`src/rtl/cpu_pkg.sv`:
```
// Shared definitions for the fetch front end.
//   fetch_state_t : fetch FSM states
//   redirect_t    : which control-transfer source won redirect arbitration
//   RESET_PC_DEFAULT, INSTR_BYTES : boot address and instruction size
//   is_misaligned : halfword-misalignment test on a redirect target
package cpu_pkg;

  localparam int          XLEN_DEFAULT     = 32;
  localparam logic [31:0] RESET_PC_DEFAULT = 32'h0000_0000;
  localparam int          INSTR_BYTES      = 4;

  typedef enum logic [1:0] {
    S_BOOT,
    S_IDLE,
    S_FETCH,
    S_HALT
  } fetch_state_t;

  typedef enum logic [1:0] {
    RD_NONE,
    RD_BRANCH,
    RD_JAL,
    RD_JALR
  } redirect_t;

  // Bit 0 is either cleared (JALR) or architecturally zero, so only bit 1
  // can leave a target off a 4-byte boundary.
  function automatic logic is_misaligned(input logic [1:0] target_lsb);
    return target_lsb[1];
  endfunction

endpackage

```
`src/rtl/pc_target_calc.sv`:
```
// Combinational redirect arbitration and target generation.
//   in  ex_valid, branch_taken, jal, jalr : EX-stage control-transfer flags
//   in  ex_pc, imm, rs1_data              : operands for target generation
//   out kind       : winning redirect source (jalr > jal > branch)
//   out target     : redirect address (modulo 2^XLEN)
//   out misaligned : target is not 4-byte aligned (only meaningful with kind)
module pc_target_calc
  import cpu_pkg::*;
#(
  parameter int XLEN = XLEN_DEFAULT
) (
  input  logic            ex_valid,
  input  logic            branch_taken,
  input  logic            jal,
  input  logic            jalr,
  input  logic [XLEN-1:0] ex_pc,
  input  logic [XLEN-1:0] imm,
  input  logic [XLEN-1:0] rs1_data,
  output redirect_t       kind,
  output logic [XLEN-1:0] target,
  output logic            misaligned
);

  logic [XLEN-1:0] jalr_sum;
  logic [XLEN-1:0] rel_sum;

  always_comb begin
    jalr_sum = rs1_data + imm;
    rel_sum  = ex_pc + imm;
    kind     = RD_NONE;
    target   = rel_sum;
    if (ex_valid) begin
      if (jalr) begin
        kind   = RD_JALR;
        target = {jalr_sum[XLEN-1:1], 1'b0};
      end else if (jal) begin
        kind = RD_JAL;
      end else if (branch_taken) begin
        kind = RD_BRANCH;
      end
    end
    misaligned = (kind != RD_NONE) && is_misaligned(target[1:0]);
  end

endmodule

```
`src/rtl/fetch_pc_unit.sv`:
```
// Program counter and instruction-fetch stage.
//   in  clk, rst (async, active-high)
//   in  branch_taken, jal, jalr, ex_valid, ex_pc, imm, rs1_data : redirect sources
//   in  stall    : decode cannot accept, do not issue a new fetch
//   in  halt_req : stop fetching (after any outstanding request completes)
//   in  imem_rdata, imem_ack : instruction memory response
//   out imem_req, imem_addr  : instruction memory request (addr tracks pc)
//   out pc, instr, instr_pc, instr_valid : fetch PC and fetched word to decode
//   out flush      : one-cycle pulse per accepted redirect
//   out halted     : sticky, fetch stopped
//   out misaligned : sticky, a redirect targeted a non-word address
module fetch_pc_unit
  import cpu_pkg::*;
#(
  parameter int              XLEN     = XLEN_DEFAULT,
  parameter logic [XLEN-1:0] RESET_PC = XLEN'(RESET_PC_DEFAULT)
) (
  input  logic            clk,
  input  logic            rst,
  input  logic            branch_taken,
  input  logic            jal,
  input  logic            jalr,
  input  logic            ex_valid,
  input  logic [XLEN-1:0] ex_pc,
  input  logic [XLEN-1:0] imm,
  input  logic [XLEN-1:0] rs1_data,
  input  logic            stall,
  input  logic            halt_req,
  input  logic [31:0]     imem_rdata,
  input  logic            imem_ack,
  output logic            imem_req,
  output logic [XLEN-1:0] imem_addr,
  output logic [XLEN-1:0] pc,
  output logic [31:0]     instr,
  output logic [XLEN-1:0] instr_pc,
  output logic            instr_valid,
  output logic            flush,
  output logic            halted,
  output logic            misaligned
);

  fetch_state_t    state, state_d;
  redirect_t       rd_kind;
  logic [XLEN-1:0] rd_target;
  logic            rd_mis;

  logic [XLEN-1:0] pc_d;
  logic            drop_pending, drop_d;
  logic            halt_wait, halt_wait_d;
  logic            load_instr, flush_d, mis_d;
  logic            halt_any, take;

  pc_target_calc #(.XLEN(XLEN)) u_target (
    .ex_valid     (ex_valid),
    .branch_taken (branch_taken),
    .jal          (jal),
    .jalr         (jalr),
    .ex_pc        (ex_pc),
    .imm          (imm),
    .rs1_data     (rs1_data),
    .kind         (rd_kind),
    .target       (rd_target),
    .misaligned   (rd_mis)
  );

  assign imem_addr = pc;
  assign halted    = (state == S_HALT);

  always_comb begin
    state_d     = state;
    pc_d        = pc;
    drop_d      = drop_pending;
    halt_wait_d = halt_wait;
    load_instr  = 1'b0;
    flush_d     = 1'b0;
    mis_d       = misaligned;
    imem_req    = (state == S_FETCH);
    // A halt request (current or remembered) masks every redirect.
    halt_any    = halt_req | halt_wait;
    take        = (rd_kind != RD_NONE) && !halt_any && (state != S_HALT);

    if (take && rd_mis) begin
      // Bad target: leave pc alone and stop; a late ack lands in S_HALT
      // where it is ignored.
      mis_d       = 1'b1;
      state_d     = S_HALT;
      drop_d      = 1'b0;
      halt_wait_d = 1'b0;
    end else begin
      case (state)
        S_BOOT: begin
          if (halt_req) begin
            state_d = S_HALT;
          end else begin
            if (take) begin
              pc_d    = rd_target;
              flush_d = 1'b1;
            end
            state_d = S_FETCH;
          end
        end
        S_IDLE: begin
          if (halt_req) begin
            state_d = S_HALT;
          end else begin
            if (take) begin
              pc_d    = rd_target;
              flush_d = 1'b1;
            end
            state_d = stall ? S_IDLE : S_FETCH;
          end
        end
        S_FETCH: begin
          if (imem_ack) begin
            drop_d      = 1'b0;
            halt_wait_d = 1'b0;
            if (halt_any) begin
              state_d = S_HALT;
            end else begin
              if (take) begin
                pc_d    = rd_target;
                flush_d = 1'b1;
              end else if (!drop_pending) begin
                load_instr = 1'b1;
                pc_d       = pc + XLEN'(INSTR_BYTES);
              end
              state_d = stall ? S_IDLE : S_FETCH;
            end
          end else if (halt_req) begin
            halt_wait_d = 1'b1;
          end else if (take) begin
            // Request stays up; its eventual word belongs to the old path.
            pc_d    = rd_target;
            flush_d = 1'b1;
            drop_d  = 1'b1;
          end
        end
        default: ;
      endcase
    end
  end

  always_ff @(posedge clk or posedge rst) begin
    if (rst) begin
      state        <= S_BOOT;
      pc           <= RESET_PC;
      instr        <= 32'h0;
      instr_pc     <= '0;
      instr_valid  <= 1'b0;
      flush        <= 1'b0;
      misaligned   <= 1'b0;
      drop_pending <= 1'b0;
      halt_wait    <= 1'b0;
    end else begin
      state        <= state_d;
      pc           <= pc_d;
      instr_valid  <= load_instr;
      flush        <= flush_d;
      misaligned   <= mis_d;
      drop_pending <= drop_d;
      halt_wait    <= halt_wait_d;
      if (load_instr) begin
        instr    <= imem_rdata;
        instr_pc <= pc;
      end
    end
  end

endmodule

```
`config.mk`:
```
export PLATFORM = sky130hd
export DESIGN_NAME = fetch_pc_unit
export DESIGN_NICKNAME = d
export VERILOG_FILES = /design/src/rtl/cpu_pkg.sv /design/src/rtl/pc_target_calc.sv /design/src/rtl/fetch_pc_unit.sv
export SDC_FILE = /design/constraint.sdc
export NUM_CORES = 1
export LEC_CHECK = 0
export CORE_ASPECT_RATIO = 1.2
export CORE_MARGIN = 8
export CORE_UTILIZATION = 45
export DETAILED_ROUTE_END_ITERATION = 10
export PLACE_DENSITY_LB_ADDON = 0.1
export SYNTH_ARGS = -nofsm -noshare
export SYNTH_HDL_FRONTEND = slang
export SYNTH_SLANG_ARGS = --single-unit
```
`constraint.sdc`:
```
create_clock -name clk -period 4.6 [get_ports clk]
set_input_delay 0.69 -clock clk [delete_from_list [all_inputs] [get_ports clk]]
set_output_delay 0.69 -clock clk [all_outputs]
set_load 0.01 [all_outputs]
```
# Word-level counts from Yosys, hierarchy flattened
# Index checks and enable logic that the tools add are counted.
[totals]
reg_bits = 103
latchBits = 0
ramBits = 0
rom_bits = 0
word_cells = 80
n_memories = 0
[classes]
add_sub_neg = 3
n_mul = 0
div_mod_pow = 0
order_cmp = 0
eq_ne = 8
shifts = 0
mux = 41
bitwise_logic = 2
n_reduce_logical = 17
[op_table]
columns = ["operator", "n"]
rows = [
  ["$mux W32", 8],
  ["$add A32 B32 Y32", 2],
  ["$pmux W32 S2", 1],
  ["$add A32 B3 Y32 const B", 1],
  ["$mux W1", 22],
  ["$mux W2", 8],
  ["$pmux W2 S3", 1],
  ["$reduce_bool A2 Y1", 3],
  ["$reduce_bool A3 Y1", 2],
  ["$eq A2 B2 Y1 const B", 2],
  ["$logic_and A1 B1 Y1", 4],
  ["$ne A4 B3 Y1 const B", 1],
  ["$reduce_and A2 Y1", 2],
  ["$reduce_and A4 Y1", 1],
  ["$reduce_bool A4 Y1", 1],
  ["$ne A3 B1 Y1 const B", 1],
  ["$ne A3 B2 Y1 const B", 1],
  ["$ne A3 B3 Y1 const B", 1],
  ["$reduce_and A3 Y1", 1],
  ["$eq A2 B1 Y1 const B", 1],
  ["$logic_not A2 Y1", 1],
  ["$ne A2 B2 Y1 const B", 1],
  ["$pmux W1 S2", 1],
  ["$reduce_or A2 Y1", 1],
  ["other kinds (3)", 3],
]

# Longest topological paths before layout
# Gate-level depths: netlist of the first run.
[logic_depth]
depth_word = 12
mapped_depth = 13

# Cells and area by module
# Synthesis of the first run repeated with hierarchy kept, for this count alone.
[unflattened]
cells_unflattened = 969
hier_area_um2 = 8627.0
[by_module_without_submodules]
columns = ["mod", "n_inst", "cells_per_inst", "area_per_inst_um2", "seq_area_each_um2"]
rows = [
  ["fetch_pc_unit", 1, 469, 5148.7, 2577.5],
  ["pc_target_calc", 1, 500, 3478.3, 0.0],
]

# Worst setup path after synthesis of the first run
# OpenSTA, ideal clock, no wires.
[synth_timing]
path_type = "in2reg"
startpoint = "in ex_pc[0]"
endpoint = "reg pc[30], in the netlist imem_addr[30]"
setup_ns = 0.094
t_arrival_ns = 3.084
required_ns = 4.506
setup_slack_ns = 1.422
path_stages = 13
n_path_buf = 1
path_cell_list = "ha_1 inv_1 fa_1 nor2b_1 o2111ai_1 a31oi_1 a2111oi_0 or2_0 clkbuf_1 o31ai_1 nand4_1 mux2i_1 a211oi_1"
[synth_between]
elab_chain_len = 7
[synth_lines]
columns = ["item", "line_no", "source"]
rows = [
  ["start, declared", "fetch_pc_unit.sv:24", "input logic [XLEN-1:0] ex_pc,"],
  ["$add A32 B32 Y32 *", "pc_target_calc.sv:29", "rel_sum = ex_pc + imm;"],
  ["$mux W32", "pc_target_calc.sv:33", "if (jalr) begin"],
  ["$mux W32 *", "pc_target_calc.sv:32", "if (ex_valid) begin"],
  ["$mux W32 (tied with other cells)", "fetch_pc_unit.sv:95, fetch_pc_unit.sv:106, fetch_pc_unit.sv:131", ""],
  ["$mux W32 (tied with other cells)", "fetch_pc_unit.sv:103", "if (halt_req) begin"],
  ["$mux W32 or $not A1 Y1 (tied branches)", "--", ""],
  ["$pmux W32 S2 or $reduce_and A4 Y1 (tied branches)", "--", ""],
  ["end signal, assigned", "fetch_pc_unit.sv:156", "pc <= pc_d;"],
  ["end, declared", "fetch_pc_unit.sv:33", "output logic [XLEN-1:0] pc,"],
]
# Mark *: on every way between the ends. The rest lies on a longest branch, timed or not. The select of a mux whose other input is x is not followed.
# A chain may end at the register's enable or synchronous reset.

# Worst setup path in the final report of the first run
[layout_timing]
startpoint = "in imm[0]"
endpoint = "reg pc[30], in the netlist imem_addr[30]"
[layout_between]
elab_chain_len = 7
[layout_lines]
columns = ["item", "line_no", "source"]
rows = [
  ["start, declared", "fetch_pc_unit.sv:25", "input logic [XLEN-1:0] imm,"],
  ["$add A32 B32 Y32 (on tied branches)", "pc_target_calc.sv:29, pc_target_calc.sv:28", ""],
  ["$mux W32", "pc_target_calc.sv:33", ""],
  ["$mux W32 *", "pc_target_calc.sv:32", ""],
  ["$mux W32 (tied with other cells)", "fetch_pc_unit.sv:95, fetch_pc_unit.sv:106, fetch_pc_unit.sv:131", ""],
  ["$mux W32 (tied with other cells)", "fetch_pc_unit.sv:103", ""],
  ["$mux W32 or $not A1 Y1 (tied branches)", "--", ""],
  ["$pmux W32 S2 or $reduce_and A4 Y1 (tied branches)", "--", ""],
]
# Marks and branches as above.

==> flow_summary.ini, run 1 <==
[clock_network]
cts_tree = built
cts_max_level = 3
root_buffer = clkbuf_16
clock_sinks = 103
insertion_delay_ns = 0.36
postCtsSetupBuffers = 0
cts_resized = 0
hold_buffers = 0
cts_buffers = 9
clkTransAtPathRegs_ns = 0.07
clock_path_buffers = 2

[finish]
final_nets = 1490
syn2layout_area_growth_pct = 36.2
layout_common_cells = 279 x nand2_1, 269 x clkdlybuf4s50_1, 103 x dfrtp_1
multi_input_area_sq_um = 5230
layout_commonest_cell = nand2_1
stdcell_area_sq_um = 11200
diodes = 0
seq_area_sq_um = 2580
fill_cells = 1642
drive_gt1_share_pct = 4.03

[setup_path]
cp_slowest_cell = clkdlybuf4s50_1
path_class = primary input to register
startpoint_type = primary input
cp.arrival_ns = 4.17
max_stage_delay_ns = 0.51
cp_cell_sequence = clkdlybuf4s50_1 -> ha_1 -> inv_1 -> fa_1 -> nor2b_1 -> o2111ai_1 -> a31oi_1 -> a2111oi_0 -> or2_0 -> o31ai_1 -> nand4_1 -> mux2i_1 -> a211oi_1
worstPathMaxFanout = 5
ff2ff_setup_slack_ns = 1.47
critPathCaptureType = register
worstPathRequired_ns = 4.86

[grt]
met1_usage_pct = 28.8
first_global_vias = 8290
grtUsageMet2_pct = 38.6
grt-busiest-layer = met2
grt_max_degree = 71
grt.met3_usage_pct = 4.63
antenna_found_initial = 0
grt_use_total_pct = 22.7
grt_pass1_wl_um = 42600
grt-ovfl-total = 0

[placement]
io_buffers = 269
place_ws_ns = 0.365
gp_congestion = 0.918
dp_hpwl_um = 21800
place_area_sq_um = 11000

[timing]
hold_ws_ns = 0.472
min_period_ns = 3.91
fmax_ghz = 0.256
finalCritPeriodShare_pct = 84.9
rsz0062_at_grt = false
fin_setup_tns_ns = 0
hold_violations = 0
skew_ns = 0.0105
slew_headroom_pct = 42.5
setup_viol = 0
slew_viol_final = 0
tightest_slew_ns = 0.862
setup_ws_ns = 0.695

[floorplan]
dieHeight_um = 164
pin_count = 270
dieArea_sq_um = 23000
die_x_um = 140
core_sq_um = 18100
start_util_pct = 45.6
rows = 54

[routing]
wl_per_cell_um = 17.7
via_count = 8400
routed_via_density = 5.55
drt_wl_total_um = 26900
firstDrtPassIters = 5
ant_nets = 0
drc = 0
drt_iter0_drc = 511

[synthesis]
yosysSeqAreaShare_pct = 31.2
yosys.area.top_type = dfrtp_1
synth_edf_count = 0
synth_top_cell_area_share_pct = 31.2
async_flop_share_pct = 100
syn_area_per_cell_sq_um = 7.78
synthCells = 1061
synth_seq_cells = 103
ys_types = 73
syn_nets = 1267
synth_flop_cell = dfrtp_1
synth_area_leaders = dfrtp_1 31%, nand2_1 13%, ha_1 10%
netlist_area_sq_um = 8260
yosysWarningCount = 0

[pwr]
p_leak_uw = 0.00499
irDropWorstVdd_mv = 0.259
power.density_nw_per_um2 = 489

[run_status]
status = finished clean

[flow_run]
maxCapViolCount = 0

[min_path]
hold_class = register to register
-- Yosys cell counts (13+ instances only) --
library cell,n
o21ai_0,53
a31oi_1,13
nor2_1,58
xor2_1,25
a21oi_1,99
nand2_1,279
ha_1,67
nor3_1,22
inv_1,16
nand3_1,24
clkbuf_1,35
nand4_1,18
xnor2_1,29
buf_4,32
dfrtp_1,103
a21o_1,34
-- where the power goes --
group	switching [uW]	internal, uW
Clock	362	390
Combinational	1440	1530
Sequential	459	1320
-- metrics by stage --
stage	total power, uW	std cells	util [%]
2_1_floorplan	3220	1061	-
3_3_place_gp	4720	1497	60.5
3_5_place_dp	4780	1497	60.5
4_1_cts	5530	1513	62.1
5_1_grt	5860	1513	62.1
6_report	5500	1513	62.1
-- state kept, by name, summed over array words and instances (netlist names) --
name and count:
imem_addr 32, instr 32, instr_pc 32, state 2
drop_pending 1, flush 1, halt_wait 1, instr_valid 1
misaligned 1
-- area by class of cell --
class / instances / area share, %
Sequential cell: 103 / 22.9
Timing Repair Buffer: 284 / 24.9
Tap cell: 224 / 2.49
Clock buffer: 10 / 2.13
Multi-Input combinational cell: 869 / 46.5
Inverter: 17 / 0.590
Clock inverter: 6 / 0.434
-- worst paths after layout --
kind,depth (start not counted),startpoint,endpoint
worst min register to register,2,instr[18]$_DFFE_PP0P_,instr[18]$_DFFE_PP0P_
max in group asynchronous,3,rst,instr_pc[19]$_DFFE_PP0P_
worst min-delay path,2,instr[18]$_DFFE_PP0P_,instr[18]$_DFFE_PP0P_
min in group asynchronous,2,rst,instr[19]$_DFFE_PP0P_
worst max-delay path,13,imm[0],imem_addr[30]$_DFFE_PP0P_
worst max register to register,10,state[0]$_DFFE_PP0P_,imem_addr[22]$_DFFE_PP0P_
-- logic make-up after synthesis --
kind of cell / Yosys count / synth area share [%]
simple gates: 454 / 23.8
compound gates: 288 / 22.6
flops: 103 / 31.2
buf+inv: 89 / 5.55
fa+ha+maj: 69 / 10.6
xor+xnor: 54 / 5.73
mux: 4 / 0.500
-- routing by layer --
layer	share of wire, %	wire (um)	vias up
met2	47	12700	299
met3	5.9	1570	36
met5	0	0	-
li1	-	-	4165
met4	1.7	451	0
met1	45	12100	3900
-- worst max-delay path, delay by kind of cell --
kind / cells / cell delay [ns]
mux: 1 / 0.16
compound gates: 5 / 1.36
buf+inv: 2 / 0.59
simple gates: 3 / 0.72
fa+ha+maj: 2 / 0.65
No activity file was read; power rests on OpenSTA's default activity.
==> run 2, diff against run 1 <==
--- a/config.mk
+++ b/config.mk
@@ -7,7 +7,7 @@
 export LEC_CHECK = 0
 export CORE_ASPECT_RATIO = 1.2
 export CORE_MARGIN = 8
-export CORE_UTILIZATION = 45
+export CORE_UTILIZATION = 43
 export DETAILED_ROUTE_END_ITERATION = 10
 export PLACE_DENSITY_LB_ADDON = 0.1
 export SYNTH_ARGS = -nofsm -noshare
==> constraint.sdc (replaced) <==
create_clock -name clk -period 3.3 [get_ports clk]
set_input_delay 0.495 -clock clk [delete_from_list [all_inputs] [get_ports clk]]
set_output_delay 0.495 -clock clk [all_outputs]
set_load 0.01 [all_outputs]
==> flow_summary.ini, run 2 (synthesis gave the netlist of run 1 again) <==
[run_status]
status = finished clean

[finish]
syn2layout_area_growth_pct = 44.7
fill_cells = 1712
multi_input_area_sq_um = 5290
seq_area_sq_um = 2580
stdcell_count = 1623
diodes = 0
fin_util_pct = 63.3
final_nets = 1569
drive_gt1_share_pct = 9.95
layout_common_cells = 279 x nand2_1, 269 x clkdlybuf4s50_1, 103 x dfrtp_1
layout_commonest_cell = nand2_1

[clock_network]
insertion_delay_ns = 0.34
clock_sinks = 103
cts_max_level = 3
hold_buffers = 0
cts_tree = built
clock_path_buffers = 2
cts_buffers = 9
root_buffer = clkbuf_16
clkTransAtPathRegs_ns = 0.08

[timing]
fmax_ghz = 0.318
hold_violations = 0
hold_ws_ns = 0.473
slew_viol_final = 0
slew_headroom_pct = 55.8
finalCritPeriodShare_pct = 95.3
setup_ws_ns = 0.154
tightest_slew_ns = 0.663
setup_viol = 0
skew_ns = 0.0108
min_period_ns = 3.15

[min_path]
hold_class = register to register

[flow_run]
maxCapViolCount = 0

[floorplan]
core_sq_um = 18900
pin_count = 270
rows = 55
dieHeight_um = 168
start_util_pct = 43.8
die_x_um = 142
dieArea_sq_um = 23900

[setup_path]
startpoint_type = primary input
cp_cell_sequence = clkdlybuf4s50_1 -> buf_4 -> ha_4 -> a211oi_4 -> o311ai_4 -> a211oi_4 -> o31ai_4 -> a211oi_4 -> a21oi_2 -> a221oi_2 -> xnor2_1 -> a221o_1
cp.arrival_ns = 3.38
cp_slowest_cell = clkdlybuf4s50_1
critPathCaptureType = register
worstPathMaxFanout = 2
cp_num_buf_inv = 2
critical-path-top-delay-family = compound AO/OA/AOI/OAI gates
path_class = primary input to register
cpMostUsedCell = a211oi_4
worstPathRequired_ns = 3.53
max_stage_delay_ns = 0.48

[pwr]
irDropWorstVdd_mv = 0.323
swShare_pct = 40.6
pwr-share-clk_pct = 12.9
power.density_nw_per_um2 = 657
p_sw_uw = 3190
p_leak_uw = 0.00537
p_int_uw = 4660
p_comb_share_pct = 56.3
pwr-share-seq_pct = 30.8

[grt]
met1_usage_pct = 28.8
first_global_vias = 8637
grt_use_total_pct = 22.5
antenna_found_initial = 0
grtUsageMet2_pct = 37.7
grt_pass1_wl_um = 44100
grt.met3_usage_pct = 3.82
grt_max_degree = 64
grt-busiest-layer = met2
grt-ovfl-total = 0

[placement]
io_buffers = 269
dp_hpwl_um = 22700
gp_congestion = 0.905
place_inst = 1606
place_ws_ns = -0.295

[routing]
ant_nets = 0
routed_via_density = 5.37
drc = 0
via_count = 8721
firstDrtPassIters = 5
drt_wl_total_um = 27700
drt_iter0_drc = 574
wl_per_cell_um = 17.1
## run 2: routing by layer
layer / vias up / routed length [um]
met4: 0 / 553
met1: 4017 / 12300
met5: - / 0
met2: 341 / 13000
met3: 34 / 1920
li1: 4329 / -
## run 2: cell type report
class | instances | share of cell area [%]
clock buffer | 9 | 1.89
clock inverter | 6 | 0.440
inverter | 17 | 0.555
multi-input combinational | 869 | 44.3
sequential | 103 | 21.6
tap | 256 | 2.68
timing repair buffer | 363 | 28.6
## run 2: stage by stage
stage | setup TNS [ns] | power [uW] | instance area, sq um
floorplan | 0 | 4490 | 8260
global placement | -0.990 | 6790 | 11600
detailed placement | -1.63 | 6860 | 11600
CTS | 0 | 7890 | 11900
global route | -0.0161 | 8360 | 11900
finish | 0 | 7850 | 11900
## run 2: worst paths after layout
path / startpoint / to / slack, ns / cells past startpoint
worst max register to register: state[0]$_DFFE_PP0P_ / imem_addr[18]$_DFFE_PP0P_ / 0.63 / 9
worst min register to register: instr[15]$_DFFE_PP0P_ / instr[15]$_DFFE_PP0P_ / 0.47 / 2
worst max-delay path: imm[1] / imem_addr[31]$_DFFE_PP0P_ / 0.15 / 12
max in group asynchronous: rst / imem_addr[4]$_DFFE_PP0P_ / 1.96 / 3
min in group asynchronous: rst / instr[19]$_DFFE_PP0P_ / 0.61 / 2
worst min-delay path: instr[15]$_DFFE_PP0P_ / instr[15]$_DFFE_PP0P_ / 0.47 / 2
## run 2: power groups by stage
stage	sequential, uW	clock [uW]	combinational (uW)
after floorplan	2560	0	1930
after global placement	2420	0	4370
after detailed placement	2450	0	4420
after CTS	2420	1040	4440
after global routing	2510	1090	4760
final	2420	1010	4420
## run 2: worst register-to-register path: stages (launching register included)
cell and delay [ns]:
dfrtp_1 0.43, ha_1 0.32, or4_1 0.52, buf_4 0.24, nor2_1 0.17, buf_4 0.18
buf_4 0.15, nand2_1 0.17, o31a_1 0.34, nand4_1 0.06
## run 2: what timing repair did
item,in CTS,in global routing
buffers inserted,0,2
endpoints found under the setup margin,0,6
gates resized for setup,0,11
==> run 3, diff against run 2 <==
--- a/config.mk
+++ b/config.mk
@@ -9,6 +9,7 @@
 export CORE_MARGIN = 8
 export CORE_UTILIZATION = 43
 export DETAILED_ROUTE_END_ITERATION = 10
+export MAX_ROUTING_LAYER = met4
 export PLACE_DENSITY_LB_ADDON = 0.1
 export SYNTH_ARGS = -nofsm -noshare
 export SYNTH_HDL_FRONTEND = slang
==> flow_summary.ini, run 3 (synthesis gave the netlist of run 1 again) <==
[run_status]
status = finished clean

[placement]
place_inst = 1598
io_buffers = 269
gp_congestion = 0.921
dp_hpwl_um = 22400

[timing]
min_period_ns = 3.18
hold_violations = 0
tightest_slew_ns = 0.657
slew_viol_final = 0
setup_viol = 0
rsz0062_at_grt = false
skew_ns = 0.00568
finalCritPeriodShare_pct = 96.2
fin_setup_tns_ns = 0
fmax_ghz = 0.315
slew_headroom_pct = 56.2

[routing]
wl_per_cell_um = 17.0
routed_via_density = 5.32
via_count = 8588
drt_iter0_drc = 513
drc = 0
ant_nets = 0
drt_wl_total_um = 27500
firstDrtPassIters = 5

[setup_path]
path_class = primary input to register
worstPathRequired_ns = 3.54
startpoint_type = primary input
worstPathMaxFanout = 3
critPathCaptureType = register
cp.arrival_ns = 3.41
reg2reg_to = instr_pc[30]$_DFFE_PP0P_
ff2ff_setup_slack_ns = 0.61
reg2reg_depth = 6
reg2reg_from = state[0]$_DFFE_PP0P_

[clock_network]
clkTransAtPathRegs_ns = 0.07
cts_tree = built
root_buffer = clkbuf_16
clock_path_buffers = 2
cts_buffers = 9
clock_sinks = 103
cts_max_level = 3
insertion_delay_ns = 0.35
hold_buffers = 0

[floorplan]
core_sq_um = 18900
dieArea_sq_um = 23900
pin_count = 270
start_util_pct = 43.8
dieHeight_um = 168
die_x_um = 142
rows = 55

[pwr]
power.density_nw_per_um2 = 662
pwr-share-seq_pct = 30.9
irDropWorstVdd_mv = 0.312
p_leak_uw = 0.00534
swShare_pct = 40.6
p_sw_uw = 3200
pwr-share-clk_pct = 13.6
p_int_uw = 4680
p_comb_share_pct = 55.6

[flow_run]
maxCapViolCount = 0

[min_path]
hold_class = register to register
min_to = instr_pc[23]$_DFFE_PP0P_
holdPathStages = 2
hp-start = instr_pc[23]$_DFFE_PP0P_

[grt]
grt-ovfl-total = 0
antenna_found_initial = 0
grt_use_total_pct = 23.3
grt_pass1_wl_um = 44400
grt_max_degree = 64
first_global_vias = 8675

[finish]
final_nets = 1560
fin_util_pct = 63.0
drive_gt1_share_pct = 9.42
stdcell_count = 1615
layout_common_cells = 279 x nand2_1, 269 x clkdlybuf4s50_1, 103 x dfrtp_1
diodes = 0
fill_cells = 1732
layout_commonest_cell = nand2_1
syn2layout_area_growth_pct = 44.0
[run 3: power groups by stage]
| stage | logic, uW | clock network (uW) | registers [uW] |
|---|---|---|---|
| 2_1_floorplan | 1930 | 0 | 2560 |
| 3_3_place_gp | 4350 | 0 | 2440 |
| 3_5_place_dp | 4390 | 0 | 2460 |
| 4_1_cts | 4410 | 1100 | 2430 |
| 5_1_grt | 4740 | 1150 | 2520 |
| 6_report | 4380 | 1070 | 2430 |
[run 3: what timing repair did]
action                                  CTS  global route
gates resized for setup                   0             7
endpoints found under the setup margin    0             5
setup buffers                             0             1
[run 3: final cells by class]
type | instances | area, sq um | share of cell area (%)
Clock buffer | 10 | 239 | 2.01
Inverter | 17 | 66.3 | 0.558
Timing Repair Buffer | 354 | 3370 | 28.3
Tap cell | 256 | 320 | 2.69
Multi-Input combinational cell | 869 | 5250 | 44.2
Sequential cell | 103 | 2580 | 21.7
Clock inverter | 6 | 62.6 | 0.526
[run 3: per-stage QoR]
| stage | cell area, sq um | hold WS (ns) | total power (uW) | worst slack, ns |
|---|---|---|---|---|
| after floorplan | 8260 | 0.504 | 4490 | 0.101 |
| after global placement | 11600 | 0.452 | 6780 | -0.228 |
| after detailed placement | 11600 | 0.456 | 6850 | -0.290 |
| after CTS | 11900 | 0.479 | 7940 | 0.0735 |
| after global routing | 11900 | 0.490 | 8420 | 0.00615 |
| final | 11900 | 0.474 | 7870 | 0.125 |
[run 3: how the worst max path moves through the flow]
stage	start	end	slack, ns	cells past startpoint
after CTS	imm[0]	imem_addr[30]$_DFFE_PP0P_	0.07	15
after global routing	imm[0]	imem_addr[26]$_DFFE_PP0P_	0.006	16
after floorplan	rst	drop_pending$_DFFE_PP0P_	0.10	1
after global placement	imm[0]	imem_addr[30]$_DFFE_PP0P_	-0.23	15
after detailed placement	imm[0]	imem_addr[30]$_DFFE_PP0P_	-0.29	15
final	imm[1]	imem_addr[31]$_DFFE_PP0P_	0.12	12
[run 3: critical path, stage by stage]
cell             delay (ns)
clkdlybuf4s50_1        0.43
buf_4                  0.15
ha_1                   0.29
a211oi_2               0.24
o311ai_2               0.17
a211oi_4               0.31
o31ai_2                0.17
a211oi_4               0.30
a21oi_2                0.13
a221oi_2               0.27
xnor2_1                0.10
a221o_1                0.35
[run 3: layer usage]
layer  vias to the layer above  part of all wire [%]  GRT usage (%)  wire (um)
met1                      3918                    45           29.9      12400
li1                       4313                     -              -          -
met4                         0                   2.1           6.67        584
met3                        38                   6.0           2.83       1640
met2                       319                    47           38.0      12800
met5                         -                     0              -          0
